### src/rtl/branch_predictor.sv
// Branch target buffer with 2-bit saturating direction counters.
// IF looks up the fetch PC combinationally; ID reports resolved outcomes,
// which train the tables and raise a mispredict/redirect.
// Optional statistics counters are built when BP_STATS_EN is defined.
module branch_predictor #(
  parameter int          ADDR_W   = 32,
  parameter int          ENTRIES  = 16,
  parameter logic [1:0]  CTR_INIT = 2'b01
) (
  input  logic              clk_i,
  input  logic              rst_i,
  input  logic [ADDR_W-1:0] lookup_pc_i,
  output logic              pred_taken_o,
  output logic [ADDR_W-1:0] pred_target_o,
  input  logic              upd_valid_i,
  input  logic [ADDR_W-1:0] upd_pc_i,
  input  logic              upd_taken_i,
  input  logic [ADDR_W-1:0] upd_target_i,
  input  logic              upd_pred_taken_i,
  input  logic [ADDR_W-1:0] upd_pred_target_i,
  output logic              mispredict_o,
  output logic [ADDR_W-1:0] redirect_pc_o
`ifdef BP_STATS_EN
  ,
  output logic [31:0]       lookups_o,
  output logic [31:0]       mispredicts_o
`endif
);

  localparam int IDX_W = $clog2(ENTRIES);
  localparam int TAG_W = ADDR_W - IDX_W - 2;

  logic              valid_q  [ENTRIES];
  logic [1:0]        ctr_q    [ENTRIES];
  logic [TAG_W-1:0]  tag_q    [ENTRIES];
  logic [ADDR_W-1:0] target_q [ENTRIES];

  logic [IDX_W-1:0]  lk_idx, up_idx;
  logic [TAG_W-1:0]  lk_tag, up_tag;
  logic              lk_hit, up_hit;
  logic [ADDR_W-1:0] lk_seq, up_seq, correct_pc;

  // Byte-offset bits never take part in indexing or tagging.
  logic unused_pc_bits;
  assign unused_pc_bits = ^{lookup_pc_i[1:0], upd_pc_i[1:0]};

  assign lk_idx = lookup_pc_i[IDX_W+1:2];
  assign lk_tag = lookup_pc_i[ADDR_W-1:IDX_W+2];
  assign up_idx = upd_pc_i[IDX_W+1:2];
  assign up_tag = upd_pc_i[ADDR_W-1:IDX_W+2];

  assign lk_hit = valid_q[lk_idx] && (tag_q[lk_idx] == lk_tag);
  assign up_hit = valid_q[up_idx] && (tag_q[up_idx] == up_tag);

  // Sequential PCs wrap modulo 2^ADDR_W.
  assign lk_seq     = lookup_pc_i + ADDR_W'(4);
  assign up_seq     = upd_pc_i + ADDR_W'(4);
  assign correct_pc = upd_taken_i ? upd_target_i : up_seq;
  assign redirect_pc_o = correct_pc;

  // Lookup: predict taken only on a hit with a counter in a taken state.
  always_comb begin
    // NOTE: every output gets a default first so no path leaves it unassigned (no latch).
    pred_taken_o  = 1'b0;
    pred_target_o = lk_seq;
    if (!rst_i && lk_hit && ctr_q[lk_idx][1]) begin
      pred_taken_o  = 1'b1;
      pred_target_o = target_q[lk_idx];
    end
  end

  // Mispredict: direction or next PC differs from what IF assumed.
  always_comb begin
    mispredict_o = 1'b0;
    if (!rst_i && upd_valid_i)
      mispredict_o = (upd_taken_i != upd_pred_taken_i) ||
                     (correct_pc != upd_pred_target_i);
  end

  // Valid bits and direction counters: reset, then train on resolved branches.
  always_ff @(posedge clk_i) begin
    // NOTE: sequential state uses non-blocking assignments so all reads see pre-edge values.
    if (rst_i) begin
      for (int i = 0; i < ENTRIES; i++) begin
        valid_q[i] <= 1'b0;
        ctr_q[i]   <= CTR_INIT;
      end
    end else if (upd_valid_i) begin
      if (up_hit) begin
        if (upd_taken_i && ctr_q[up_idx] != 2'b11)
          ctr_q[up_idx] <= ctr_q[up_idx] + 2'b01;
        else if (!upd_taken_i && ctr_q[up_idx] != 2'b00)
          ctr_q[up_idx] <= ctr_q[up_idx] - 2'b01;
      end else if (upd_taken_i) begin
        valid_q[up_idx] <= 1'b1;
        ctr_q[up_idx]   <= 2'b10;
      end
    end
  end

  // Tags and targets: written on taken updates; never read without a valid bit.
  always_ff @(posedge clk_i) begin
    // NOTE: tag/target storage is deliberately not reset; valid_q guards every read.
    if (!rst_i && upd_valid_i && upd_taken_i) begin
      tag_q[up_idx]    <= up_tag;
      target_q[up_idx] <= upd_target_i;
    end
  end

`ifdef BP_STATS_EN
  // Statistics: lookups every non-reset cycle, mispredicts every flagged cycle.
  always_ff @(posedge clk_i) begin
    if (rst_i) begin
      lookups_o     <= '0;
      mispredicts_o <= '0;
    end else begin
      lookups_o <= lookups_o + 32'd1;
      if (mispredict_o)
        mispredicts_o <= mispredicts_o + 32'd1;
    end
  end
`endif

endmodule

### config.mk
export PLATFORM = sky130hd
export DESIGN_NAME = branch_predictor
export DESIGN_NICKNAME = d
export VERILOG_FILES = /design/src/rtl/branch_predictor.sv
export SDC_FILE = /design/constraint.sdc
export NUM_CORES = 1
export LEC_CHECK = 0
export BUFFER_PORTS_ARGS = -buffer_cell sky130_fd_sc_hd__buf_2
export CAP_MARGIN = 20
export CORE_MARGIN = 1.5
export CORE_UTILIZATION = 30
export CTS_BUF_LIST = sky130_fd_sc_hd__clkbuf_16
export CTS_CLUSTER_SIZE = 40
export DETAILED_ROUTE_END_ITERATION = 8
export GPL_ROUTABILITY_DRIVEN = 0
export PLACE_DENSITY = 0.55
export SLEW_MARGIN = 40
export SYNTH_ARGS = -nofsm -noshare
export SYNTH_HDL_FRONTEND = slang
export SYNTH_SLANG_ARGS = --single-unit
### constraint.sdc
create_clock -name clk_i -period 12.75 [get_ports clk_i]
set_input_delay 0 -clock clk_i [delete_from_list [all_inputs] [get_ports clk_i]]
set_output_delay 0 -clock clk_i [all_outputs]
set_load 0.01 [all_outputs]
==> impl_metrics.tcl, run 1 <==
set metrics [dict create \
    status "completed" \
    worst_pin_slew_ps 858.8 \
    grt_max_degree 117 \
    fmax_mhz 188.9 \
    rsz0062_at_grt "false" \
    finalNonFillerCells 4706 \
    finalWirelength_um 145900 \
    crit_path_max_incr_delay_ps 670 \
    reg2reg_from "tag_q[8][6]" \
    placed_cell_area_um2 48310 \
    crit_path_end_kind "output port" \
    core_um2 148000 \
    yosys_warnings 0 \
    ys_top_cells_by_count "edfxtp_1, mux4_2, nand2_1" \
    via_per_inst 5.530 \
    ioPinCount 199 \
    cts.repair.resized 0 \
    post-route-period-util 0.4152 \
    antenna_left 0 \
    path_cells "buf_8 -> buf_16 -> buf_4 -> buf_6 -> mux4_2 -> mux4_2 -> xnor2_1 -> nand4_1 -> nor2_1 -> nand4_1 -> nor4_4 -> buf_4 -> mux2_2 -> buf_2" \
    clockRootBuffer "clkbuf_16" \
    synth.net_count 2545 \
    clk_latency_ps 710 \
    io_buffers 198 \
    dieArea_um2 151700 \
    crit_fanout 42 \
    post-route-min-period_ps 5294 \
    criticalPathCategory "in2out" \
    htreeDepth 3 \
    rows 141 \
    clockBufferDepth 3 \
    start_util 0.3027 \
    cp-start-kind "primary input" \
    avgSynthCellArea_um2 18.61 \
    syn_area_um2 44800 \
    cts.sinks 976 \
    slew_headroom 0.4259 \
    slew_violations 0 \
    synth_edf_count 960 \
    syn_to_final_growth_pct 16.29 \
    ys_top_cells_by_area "edfxtp_1, mux4_2, mux2i_1, xnor2_1, mux2_2" \
    synth_top_area_frac 0.6435 \
    dr.pass1.iters 6 \
    yosysMostFrequentCell "edfxtp_1" \
    final_layout_size_suffix_gt1_frac 0.3153 \
    crit_family "buffers and inverters" \
    cts_tree "done" \
    syn_inst 2407 \
    drt_iter0_drc 3070 \
    fin_skew_ps 34.21 \
    drc 0 \
    grt_pass1_vias 26060 \
    critPathSlowestCell "buf_4" \
    cp.arrival_ps 5290 \
    setup_viol 0 \
    cp_data_required_time_ps 12750 \
    ys_seq_area_frac 0.6506 \
    synth_top_flop_cell "edfxtp_1" \
    hp-class "in2reg" \
    p_leak_nw 16.67 \
    async_flop_share 0 \
    post_cts_buffers 0 \
    cts_inserted_buffers 99 \
    power.density_nw_per_um2 135.0 \
    grt_usage 0.1910 \
    setup_tns_ps 0 \
    min-delay-start "upd_valid_i" \
    cp-startpoint "lookup_pc_i[2]" \
    finalHoldViolCount 0 \
    antenna_found_initial 20 \
    cap_violations 0 \
    synth_seq_cells 976 \
    ir_drop_uv 107.4 \
    postCtsHoldBufs 59 \
    dp.cells 4455 \
    vias 26020 \
    nets 2825 \
    die_w_um 389.4 \
    dieHeight_um 389.4 \
    clkTransAtPathRegs_ps 60 \
    critical_path_buf_inv_count 6 \
    finalInstanceArea_um2 52100 \
    wl_per_cell_um 31.01 \
    overflow 0 \
    synth.largest_area_cell "edfxtp_1" \
    dp_hpwl_um 92630 \
    synth_cell_types 75 \
    grt_pass1_wl_um 204800 \
]
sequential cells by signal, summed over array words and instances, names as in the netlist:
register and count:
tag_q 416, target_q 512, valid_q 16, ctr_q 32
worst paths after layout:
path	endpoint	slack, ps	cells after the start
worst max-delay path	pred_target_o[29]	7460	14
worst min-delay path	ctr_q[1][0]	140	4
worst max register to register	ctr_q[2][0]	8660	10
worst min register to register	valid_q[2]	490	2
metal layers:
metal / GRT usage / vias to the layer above / part of all wire
met5: 0 / - / 0.00085
met4: 0.04964 / 18 / 0.023
met3: 0.04122 / 193 / 0.086
met2: 0.3072 / 1279 / 0.48
met1: 0.2619 / 13930 / 0.41
li1: - / 10600 / -
logic make-up after synthesis:
| kind of cell | synth area share |
|---|---|
| AOI/OAI and AO/OA | 0.03438 |
| xor gates and xnor gates | 0.02796 |
| muxes | 0.2249 |
| DFF | 0.6506 |
| buffers and inverters | 0.02226 |
| adders and majority gates | 0.001396 |
| and+or+nand+nor | 0.03843 |
per-stage QoR:
step                      total power, mW  setup WS, ps  hold slack, ps    util
after detailed placement            4.252          7349           313.0  0.3264
after global placement              4.248          7145           312.3  0.3248
final                               7.035          7456           135.1  0.3520
after global routing                7.238          7168           132.9  0.3519
after CTS                           7.084          7343           80.12  0.3515
after floorplan                     3.981          8164           98.87       -
layout by cell type (no fill, tap or decap), drive strengths merged, types with 23 or more instances in the layout:
| cell | count |
|---|---|
| edfxtp | 960 |
| mux4 | 379 |
| buf | 275 |
| nand2 | 122 |
| clkbuf | 101 |
| mux2i | 94 |
| xnor2 | 93 |
| inv | 70 |
| dlygate4sd3 | 59 |
| o21ai | 59 |
| xor2 | 50 |
| mux2 | 48 |
| clkinv | 46 |
| nand4 | 44 |
| nor2 | 44 |
| nand3 | 36 |
| nor3 | 35 |
| o22ai | 27 |
| a22oi | 23 |
worst reg2reg max path, delay by kind of cell, from the launching register on:
kind	cells	cell delay, ps
compound gates	3	950
xor+xnor	1	260
buf+inv	1	380
flops	1	400
mux	3	1300
simple gates	2	530
layout make-up:
type / count / area, um^2
multi-input combinational: 1231 / 14830
inverter: 45 / 173.9
timing repair buffer: 334 / 2394
tap: 1930 / 2415
clock buffer: 101 / 2527
clock inverter: 82 / 589.3
antenna: 7 / 17.52
sequential: 976 / 29150
fill: 13790 / 95920
power breakdown:
group          leakage (nW)  switching (mW)  internal (mW)
Clock                  1.62            1.25           1.58
Sequential             8.80         0.00925           3.55
Combinational          6.26           0.399          0.248
(Power assumes the default switching activity.)
==> run 2: changes to the inputs <==
- PLACE_DENSITY: 0.55 -> 0.56
- clock period: 12.75 -> 4.3 ns (I/O delays scaled with it)
==> impl_metrics.tcl, run 2 (same netlist as run 1, synthesis figures left out) <==
set metrics [dict create \
    cts_inserted_buffers 102 \
    io_buffers 198 \
    p_leak_nw 17.08 \
    grt_usage 0.1911 \
    status "completed" \
    finalWirelength_um 146800 \
    largest_reg_flops 512 \
    crit_path_end_kind "output port" \
    slew_headroom 0.4264 \
    pre_cts_ws_ps 188.2 \
    cp_data_required_time_ps 4300 \
    htreeDepth 3 \
    worstRegToRegCells 11 \
    cts.sinks 976 \
    dr.pass1.iters 7 \
    setup_viol 0 \
    grt_pass1_vias 26010 \
    worstHoldPathCells 2 \
    slew_violations 0 \
    drt_iter0_drc 3119 \
    largest_register "target_q" \
    via_per_inst 5.541 \
    clockRootBuffer "clkbuf_16" \
    finalNonFillerCells 4772 \
    placed_cell_area_um2 48920 \
    ir_drop_uv 316.4 \
    cp.arrival_ps 4150 \
    dieArea_um2 151700 \
    rows 141 \
    clkTransAtPathRegs_ps 60 \
    drc 0 \
    post-route-min-period_ps 4151 \
    finalInstanceArea_um2 52940 \
    grt_max_degree 67 \
    crit_fanout 32 \
    grt_pass1_wl_um 204400 \
    worst_pin_slew_ps 860.4 \
    reg2reg_from "tag_q[6][23]" \
    cts_tree "done" \
    vias 26440 \
    ioPinCount 199 \
    antenna_found_initial 19 \
    wl_per_cell_um 30.77 \
    finalHoldViolCount 0 \
    die_w_um 389.4 \
    syn_to_final_growth_pct 18.17 \
    criticalPathCategory "reg2out" \
    nets 2889 \
    rsz0062_at_grt "false" \
    hp-class "in2reg" \
    fin_skew_ps 35.90 \
    setup_ws_ps 148.8 \
    cap_violations 0 \
    r2r-end "ctr_q[11][1]" \
    dieHeight_um 389.4 \
    overflow 0 \
    clk_latency_ps 720 \
    dp_hpwl_um 94750 \
    min-delay-start "upd_pc_i[28]" \
    cp-start-kind "flip-flop" \
    post_cts_buffers 0 \
    final_common_cell "edfxtp_1" \
    power.density_nw_per_um2 405.6 \
    start_util 0.3027 \
    fmax_mhz 240.9 \
    post-route-period-util 0.9654 \
    dp.cells 4518 \
    final_layout_size_suffix_gt1_frac 0.3330 \
    layout_common_cells "edfxtp_1, mux4_2, buf_2, nand2_1, buf_4" \
    rrSetupSlack_ps 350 \
    core_um2 148000 \
    clockBufferDepth 3 \
    antenna_left 0 \
    holdPathEnd "tag_q[4][22]" \
    reg.largest.list "target_q x512, tag_q x416, ctr_q x32" \
]
-- run 2: cell count changes in the layout (fill, tap and decap cells not counted), moves of 4 or more --
cell,before,now
clkinv_1,23,18
buf_6,11,1
buf_12,5,27
buf_4,57,112
buf_16,4,0
bufinv_16,7,13
inv_1,66,57
-- run 2: metrics by stage --
stage,utilization,hold WS [ps],TNS (ps),power [mW]
2_1_floorplan,-,98.87,-95950,11.81
3_3_place_gp,0.3305,237.8,0,12.65
3_5_place_dp,0.3305,238.6,0,12.66
4_1_cts,0.3574,84.71,0,21.66
5_1_grt,0.3576,136.8,0,22.08
6_report,0.3577,132.6,0,21.47
-- run 2: routing by layer --
layer | track usage | part of all wire | up-vias
met5 | 0 | 0.0012 | -
met4 | 0.05142 | 0.022 | 16
met3 | 0.03573 | 0.091 | 198
met2 | 0.3069 | 0.47 | 1418
met1 | 0.2654 | 0.41 | 14070
li1 | - | - | 10740
-- run 2: report_power, final --
group	internal [mW]	switching, mW	total (mW)
sequential	10.5	0.0276	10.6
combinational	0.778	1.19	1.96
clock	5.18	3.77	8.96
total	16.5	4.99	21.5
-- run 2: worst max path at each step --
| stage | startpoint | endpoint | slack, ps | cells after the start |
|---|---|---|---|---|
| 6_report | tag_q[7][3] | pred_target_o[11] | 150 | 9 |
| 4_1_cts | tag_q[7][3] | pred_target_o[11] | 130 | 9 |
| 5_1_grt | tag_q[15][4] | pred_target_o[11] | 90 | 9 |
| 3_5_place_dp | upd_pc_i[2] | ctr_q[11][0] | 190 | 14 |
| 3_3_place_gp | upd_pc_i[2] | ctr_q[12][0] | 220 | 14 |
| 2_1_floorplan | upd_taken_i | ctr_q[3][1] | -290 | 9 |
-- run 2: final cells by class --
type	count	area, um^2
sequential	976	29150
antenna	10	25.02
clock inverter	81	788.3
multi-input combinational	1231	14790
fill	13750	95070
timing repair buffer	395	2994
tap	1930	2415
clock buffer	104	2603
inverter	45	173.9
-- run 2: timing repair --
| item | 4_1_cts | 5_1_grt |
|---|---|---|
| hold buffers | 59 | 0 |
| setup endpoints to repair | 0 | 1 |
| endpoints found under the hold margin | 952 | 0 |
| gates resized for setup | 0 | 1 |
-- run 2: critical path, cell delays in order, from the launching register on --
cell      delay, ps
edfxtp_1        380
mux4_2          500
mux4_2          590
xnor2_1         300
nand4_1         120
or3_1           360
nor4_4          270
buf_12          300
mux2_2          420
buf_2           150
